File: src/rtl/fast_square_sweep_ctrl.sv
// fast_square_sweep_ctrl
//
// Timing sequencer for the fast-square receive chain frequency sweep.
// Each sweep point runs: settle -> record (2^RECORD_TICKS_LOG2 cycles)
// -> one-cycle freq_step -> gap. A sweep is preceded by a two-cycle
// rx_reset (INIT) and optionally waits for an external trigger edge.
//
// Ports:
//   clock         system clock
//   reset         synchronous, active-high
//   serial_addr   settings bus address (7 bits)
//   serial_data   settings bus data (32 bits)
//   serial_strobe settings bus write strobe
//   ext_trigger   asynchronous external sweep trigger
//   rx_reset      receiver reset (re-latches frequency settings)
//   record        high during the record window
//   freq_step     one-cycle pulse: latch sums, advance frequency
//   busy          high in every state except IDLE
//   step_idx      0-based index of the current sweep point
//   sweep_done    one-cycle pulse in the last GAP cycle of a sweep
//
// Settings bus handshake: a write is a single cycle with serial_strobe
// high; addr/data are sampled on that clock edge. There is no back-pressure.
//
// Register map (reset value 0):
//   CTRLADDR   : [1] continuous, [2] ext_trig_en, [15:8] num_steps (0 => 1)
//                a write with [0]=1 starts/restarts, [0]=0 aborts
//   TIMINGADDR : [15:0] settle_ticks, [31:16] gap_ticks

module fast_square_sweep_ctrl #(
    parameter int CTRLADDR          = 3,
    parameter int TIMINGADDR        = 4,
    parameter int RECORD_TICKS_LOG2 = 14
) (
    input  logic        clock,
    input  logic        reset,
    input  logic [6:0]  serial_addr,
    input  logic [31:0] serial_data,
    input  logic        serial_strobe,
    input  logic        ext_trigger,
    output logic        rx_reset,
    output logic        record,
    output logic        freq_step,
    output logic        busy,
    output logic [7:0]  step_idx,
    output logic        sweep_done
);

    typedef enum logic [2:0] {
        IDLE, INIT, WAIT_TRIG, SETTLE, RECORD, STEP, GAP
    } state_t;

    state_t state;

    // Settings registers; only the fields the sequencer uses are stored.
    logic        cont_reg;
    logic        trig_en_reg;
    logic [7:0]  num_steps_reg;
    logic [15:0] settle_reg;
    logic [15:0] gap_reg;

    logic ctrl_wr;
    logic timing_wr;
    assign ctrl_wr   = serial_strobe && (serial_addr == 7'(CTRLADDR));
    assign timing_wr = serial_strobe && (serial_addr == 7'(TIMINGADDR));

    always_ff @(posedge clock) begin
        if (reset) begin
            cont_reg      <= 1'b0;
            trig_en_reg   <= 1'b0;
            num_steps_reg <= 8'd0;
            settle_reg    <= 16'd0;
            gap_reg       <= 16'd0;
        end else begin
            if (ctrl_wr) begin
                cont_reg      <= serial_data[1];
                trig_en_reg   <= serial_data[2];
                num_steps_reg <= serial_data[15:8];
            end
            if (timing_wr) begin
                settle_reg <= serial_data[15:0];
                gap_reg    <= serial_data[31:16];
            end
        end
    end

    // A step count of zero still runs one point.
    logic [7:0] num_steps;
    logic [7:0] next_idx;
    assign num_steps = (num_steps_reg == 8'd0) ? 8'd1 : num_steps_reg;
    assign next_idx  = step_idx + 8'd1;

    // Two-flop synchronizer followed by a rising-edge detector.
    logic trig_s1, trig_s2, trig_prev, trig_edge;
    always_ff @(posedge clock) begin
        if (reset) begin
            trig_s1   <= 1'b0;
            trig_s2   <= 1'b0;
            trig_prev <= 1'b0;
        end else begin
            trig_s1   <= ext_trigger;
            trig_s2   <= trig_s1;
            trig_prev <= trig_s2;
        end
    end
    assign trig_edge = trig_s2 && !trig_prev;

    // cnt is shared: INIT length, SETTLE and GAP. rec_cnt times RECORD.
    logic [15:0]                  cnt;
    logic [RECORD_TICKS_LOG2-1:0] rec_cnt;

    always_ff @(posedge clock) begin
        if (reset) begin
            state      <= IDLE;
            rx_reset   <= 1'b0;
            record     <= 1'b0;
            freq_step  <= 1'b0;
            busy       <= 1'b0;
            step_idx   <= 8'd0;
            sweep_done <= 1'b0;
            cnt        <= 16'd0;
            rec_cnt    <= '0;
        end else if (ctrl_wr) begin
            // Start or abort takes priority over whatever is in flight.
            record     <= 1'b0;
            freq_step  <= 1'b0;
            sweep_done <= 1'b0;
            step_idx   <= 8'd0;
            cnt        <= 16'd1;
            rec_cnt    <= '0;
            if (serial_data[0]) begin
                state    <= INIT;
                rx_reset <= 1'b1;
                busy     <= 1'b1;
            end else begin
                state    <= IDLE;
                rx_reset <= 1'b0;
                busy     <= 1'b0;
            end
        end else begin
            freq_step  <= 1'b0;
            sweep_done <= 1'b0;
            case (state)
                IDLE: ;
                INIT: begin
                    if (cnt == 16'd0) begin
                        rx_reset <= 1'b0;
                        if (trig_en_reg) begin
                            state <= WAIT_TRIG;
                        end else begin
                            state <= SETTLE;
                            cnt   <= settle_reg;
                        end
                    end else begin
                        cnt <= cnt - 16'd1;
                    end
                end
                WAIT_TRIG: begin
                    if (trig_edge) begin
                        state <= SETTLE;
                        cnt   <= settle_reg;
                    end
                end
                SETTLE: begin
                    if (cnt == 16'd0) begin
                        state   <= RECORD;
                        record  <= 1'b1;
                        rec_cnt <= '0;
                    end else begin
                        cnt <= cnt - 16'd1;
                    end
                end
                RECORD: begin
                    if (&rec_cnt) begin
                        state     <= STEP;
                        record    <= 1'b0;
                        freq_step <= 1'b1;
                    end else begin
                        rec_cnt <= rec_cnt + 1'b1;
                    end
                end
                STEP: begin
                    state    <= GAP;
                    step_idx <= next_idx;
                    cnt      <= gap_reg;
                    // A zero-length gap is its own last cycle.
                    sweep_done <= (gap_reg == 16'd0) && (next_idx >= num_steps);
                end
                GAP: begin
                    if (cnt == 16'd0) begin
                        if (step_idx < num_steps) begin
                            state <= SETTLE;
                            cnt   <= settle_reg;
                        end else if (cont_reg) begin
                            state    <= INIT;
                            rx_reset <= 1'b1;
                            step_idx <= 8'd0;
                            cnt      <= 16'd1;
                        end else begin
                            state <= IDLE;
                            busy  <= 1'b0;
                        end
                    end else begin
                        cnt        <= cnt - 16'd1;
                        // Registered pulse lands on the cycle where cnt reaches 0.
                        sweep_done <= (cnt == 16'd1) && (step_idx >= num_steps);
                    end
                end
                default: begin
                    state    <= IDLE;
                    busy     <= 1'b0;
                    rx_reset <= 1'b0;
                    record   <= 1'b0;
                end
            endcase
        end
    end

endmodule

File: config.mk
export PLATFORM = sky130hd
export DESIGN_NAME = fast_square_sweep_ctrl
export DESIGN_NICKNAME = d
export VERILOG_FILES = /design/src/rtl/fast_square_sweep_ctrl.sv
export SDC_FILE = /design/constraint.sdc
export NUM_CORES = 1
export LEC_CHECK = 0
export ABC_AREA = 1
export BUFFER_PORTS_ARGS = -buffer_cell sky130_fd_sc_hd__buf_4
export CAP_MARGIN = 25
export CORE_MARGIN = 3
export CORE_UTILIZATION = 62
export CTS_BUF_LIST = sky130_fd_sc_hd__clkbuf_4
export DETAILED_ROUTE_END_ITERATION = 12
export GPL_ROUTABILITY_DRIVEN = 0
export PLACE_DENSITY = 0.89
export SLEW_MARGIN = 5
export SYNTH_ARGS = -nofsm -noshare
export SYNTH_HDL_FRONTEND = slang
export SYNTH_SLANG_ARGS = --single-unit
File: constraint.sdc
create_clock -name clock -period 2.4 [get_ports clock]
set_input_delay 0.24 -clock clock [delete_from_list [all_inputs] [get_ports clock]]
set_output_delay 0.24 -clock clock [all_outputs]
set_load 0.05 [all_outputs]
Yosys cells after proc, flatten, opt, wreduce, memory -nomap -nowiden
Cells that the tools add are included.
{ "totals": {"out_inout_bits": 13, "word_cells": 133, "in_bits": 43, "register_bits": 91} }
{ "op_classes": {"addsub": 3, "order_cmp": 3, "muxes": 46, "n_bitwise": 2, "reduce_logical": 28, "eq_ne": 33} }
{ "ops": {"columns": ["cell", "n"], "rows": [
  ["$mux 16", 7],
  ["$pmux 16 s5", 1],
  ["$logic_not 16->1", 2],
  ["$mux 8", 4],
  ["$ne 3x3->1 const B", 10],
  ["$mux 14", 2],
  ["$pmux 14 s2", 1],
  ["$pmux 3 s7", 1],
  ["$mux 1", 18],
  ["$mux 3", 6],
  ["$ne 2x2->1 const B", 9],
  ["$eq 16x1->1 const B", 1],
  ["$ge 8x8->1", 2],
  ["$pmux 8 s2", 1],
  ["$sub 16x1->16 const B", 1],
  ["$reduce_and 5->1", 3],
  ["$add 14x1->14 const B", 1],
  ["$reduce_and 14->1", 1],
  ["$reduce_or 5->1", 2],
  ["$eq 3x3->1 const B", 3],
  ["$add 8x1->8 const B", 1],
  ["$logic_not 8->1", 1],
  ["$lt 8x8->1", 1],
  ["$ne 4x4->1 const B", 2],
  ["other kinds (22)", 34]
]} }

Logic depth before layout (Yosys ltp)
{ "logic_depth": {"depth_word": 7, "depth_mapped": 17, "depth_no_buf": 17} }

Least setup slack after synthesis
No wires, ideal clock.
{ "synth_path": {"kind": "register to register", "startpoint": "register step_idx[2]", "endpoint": "register sweep_done", "slack_ns": -0.002, "path_stages_with_launch": 14, "path_buffers": 0, "required_ns": 2.330, "period_less_slack_ns": 2.402, "setup_time_ns": 0.070, "arrival_ns": 2.333, "path_cell_list": "dfxtp_1 nand3_1 inv_1 nand3_1 nor3b_1 xnor2_1 inv_1 ha_1 nand2_1 nor2_1 nand4_1 o2111ai_1 nand4_1 a21oi_1"} }
{ "synth_between": {"elab_chain_len": 4, "elab_cells_between_ends": 7, "cone_classes": "add/sub: 1; order compare: 2; mux: 2; reduce/logical: 2"} }
{ "synth_lines": {"columns": ["item", "line_no", "text"], "rows": [
  ["from (decl)", "45", "output logic [7:0] step_idx,"],
  ["from (signal assigned)", "184", "step_idx <= next_idx;"],
  ["$add 8x1->8 or $ge 8x8->1 (tied branches)", "91, 206", null],
  ["$ge 8x8->1 or $logic_and 1x1->1 (tied branches)", "187, 206", null],
  ["$logic_and 1x1->1 or $mux 1 (tied branches)", "187, 190", null],
  ["$pmux 1 s2 *", "143", "case (state)"],
  ["to (signal assigned)", "187", "sweep_done <= (gap_reg == 16'd0) && (next_idx >= num_steps);"],
  ["to (signal assigned)", "206", "sweep_done <= (cnt == 16'd1) && (step_idx >= num_steps);"],
  ["to (decl)", "46", "output logic sweep_done"]
]} }
Every way passes the cells marked *; elsewhere a longest branch is shown, timed or not.
A chain may end at the register's enable or synchronous reset.

Worst setup path after layout
Ends and elaborated chain as after synthesis.

==> reports/metrics.yaml <==
ant_nets: 0
timing.rr.start: "step_idx[2]$_SDFFE_PP0P_"
wl_um: 15000
hp-start: "serial_data[22]"
insertion_delay_ns: 0.48
grt_max_degree: 42
syn_to_final_growth_pct: 12.5
power_density_nw_per_um2: 1450
syn_nets: 886
globalRouteOverflowTotal: 0
hold_depth: 3
wl_per_cell_um: 15.3
leakage_nw: 2.72
dp_hpwl_um: 11200
grt_pass1_vias: 5458
yosysTopAreaCell: "dfxtp_1"
peakVddDrop_mv: 1.68
worst_slack_ns: 0.132
fill_cells: 687
vias: 5802
highest_layer: "met4"
rsz0062_at_grt: "true"
synth_cells: 822
status: "completed"
port_buffers: 55
wl_met1_um: 6080
io_pins: 56
synth_cell_types: 41
drc: 0
setup_tns_ns: 0
first_pass_iters: 6
cts_tree: "built"
fp.dieH_um: 100
cts_sinks: 91
fin_crit_sh_pct: 94.5
drv_cap: 0
final_area_um2: 6160
drive_above_1_share_pct: 15.9
slew_headroom_pct: 42.3
crit_arrival_ns: 2.68
skew_ns: 0.0331
place_area_um2: 5930
rr_worst_depth: 13
die_x_um: 100
core_area_um2: 8380
grt_pass1_wl_um: 24800
synth_area_um2: 5470
synth.area.top_cells: "dfxtp_1, nand2_1, nor2_1"
die-area_um2: 9990
vias_per_cell: 5.88
crit_path_max_fanout: 5
synth_seq_cells: 91
critPathRequiredTime_ns: 2.82
ys_warn_count: 0
cts.clk_slew.worst_paths_ns: 0.17
setup_violations: 0
wl_met3_um: 1030
n_antenna_cell: 0
antenna_found_initial: 0
fmax_mhz: 441
cts_buffer_depth: 2
fin_crit_ns: 2.27
hold_viol_final: 0
synth_edf_count: 0
drv_slew: 0
rrSetupSlack_ns: 0.13
fin_hold_ws_ns: 0.0113
num-nets-final: 940
cts_inserted_buffers: 9
hp-class: "primary input to flop"
rr_endpoint: "sweep_done$_SDFF_PP0_"
end_kind: "flop"
cts_max_level: 3
grt.total_usage_pct: 30.5
cp-start-kind: "flop"
initialDrtViolationCount: 637
place_ws_ns: 0.0826
async_reset_ff_share_pct: 0
crit_type: "flop to flop"
seq_area_frac_synth_pct: 33.3
cts-root-buf: "clkbuf_4"
num_rows: 33
wl_met2_um: 7190
tightest_slew_ns: 0.863
min_to: "gap_reg[6]$_SDFFE_PP0P_"
initial_core_util_pct: 65.3
synthFlopType: "dfxtp_1"
syn_avg_cell_area_um2: 6.66
synth_top_area_share_pct: 33.3
-- through the flow --
| step | utilization, % | power, W | cells |
|---|---|---|---|
| 2_1_floorplan | - | 0.00677 | 822 |
| 6_report | 73.5 | 0.00894 | 986 |
| 5_1_grt | 73.5 | 0.00966 | 986 |
| 3_5_place_dp | 70.7 | 0.00792 | 964 |
| 4_1_cts | 72.6 | 0.00876 | 983 |
| 3_3_place_gp | 70.7 | 0.00769 | 964 |
-- cell type report --
type,instances,area (um^2),area share (%)
Clock buffer,9,67.6,1.10
Clock inverter,7,58.8,0.955
Inverter,106,407,6.60
Multi-Input combinational cell,600,3150,51.1
Sequential cell,91,1830,29.7
Tap cell,105,131,2.13
Timing Repair Buffer,68,518,8.41
-- cell usage after synthesis (2+ instances only) --
cell        n
nand2_1   172
nor2_1    113
inv_1      98
dfxtp_1    91
a21oi_1    66
o21ai_0    65
nand3_1    49
ha_1       21
nand4_1    16
xor2_1     14
clkbuf_1   13
nand2_2    13
nor3_1     11
nor2_4      9
nand2_4     7
buf_6       6
nor2_2      6
a22oi_1     5
buf_2       5
inv_2       5
nor4_1      4
o211ai_1    4
a21oi_2     3
o22ai_1     3
a21o_1      2
a31oi_1     2
nor3b_1     2
o21ai_1     2
or2_2       2
xnor2_1     2
-- cells by family after synthesis --
group           count (synthesis)  synth area share (%)
compound gates                156                  15.6
xor+xnor                       16                  2.56
fa+ha+maj                      21                  4.80
buf+inv                       131                  10.0
flops                          91                  33.3
simple gates                  407                  33.7
-- placed cells by master (no fill, tap or decap), types with 3 or more instances in the layout --
cell	netlist	final
clkbuf_4	0	9
nor2_2	6	6
nand3_1	49	48
dfxtp_1	91	88
inv_1	98	98
nor2_4	9	9
nand2_4	7	7
o211ai_1	4	4
o21ai_0	65	65
nor3_1	11	11
nand2_1	172	169
nand2_2	13	15
a21oi_1	66	66
ha_1	21	21
o22ai_1	3	3
inv_2	5	4
buf_4	0	65
nor4_1	4	3
nor2_1	113	113
xor2_1	14	14
inv_6	0	3
a21oi_2	3	3
a22oi_1	5	5
dlygate4sd3_1	0	3
nand4_1	16	16
-- report_power, final --
part | internal [W] | switching, W | leakage [nW]
clock network | 0.000227 | 0.000587 | 0.0675
registers | 0.00165 | 0.000184 | 0.736
logic | 0.00197 | 0.00432 | 1.91
total | 0.00385 | 0.00509 | 2.72
-- worst max-delay path by stage --
stage,startpoint,cells past startpoint,slack [ns],to
floorplan,step_idx[1]$_SDFFE_PP0P_,13,0.02,sweep_done$_SDFF_PP0_
global placement,step_idx[0]$_SDFFE_PP0P_,13,0.10,sweep_done$_SDFF_PP0_
detailed placement,step_idx[0]$_SDFFE_PP0P_,13,0.08,sweep_done$_SDFF_PP0_
CTS,step_idx[1]$_SDFFE_PP0P_,13,0.05,sweep_done$_SDFF_PP0_
global route,step_idx[0]$_SDFFE_PP0P_,13,-0.06,sweep_done$_SDFF_PP0_
finish,step_idx[2]$_SDFFE_PP0P_,13,0.13,sweep_done$_SDFF_PP0_
-- repair_timing --
item / CTS / global route
gates resized for setup: 0 / 14
setup endpoints to repair: 0 / 25
hold endpoints to repair: 6 / 0
buffers inserted: 0 / 3
hold buffers: 3 / 0
-- critical path: stages, from the launching register on --
cell	delay (ns)
dfxtp_4	0.41
nand3_1	0.12
inv_1	0.07
nand3_1	0.12
nor3b_2	0.21
xnor2_1	0.14
inv_1	0.08
ha_1	0.30
nand2_1	0.09
nor2_1	0.16
nand4_1	0.11
o2111ai_2	0.13
nand4_1	0.12
a21oi_1	0.15
-- metal layers --
metal,vias to the layer above,global-route usage (%)
li1,2766,-
met1,2663,36.8
met2,299,52.0
met3,74,4.52
met4,0,16.9
met5,-,0
No activity file was read; power rests on OpenSTA's default activity.
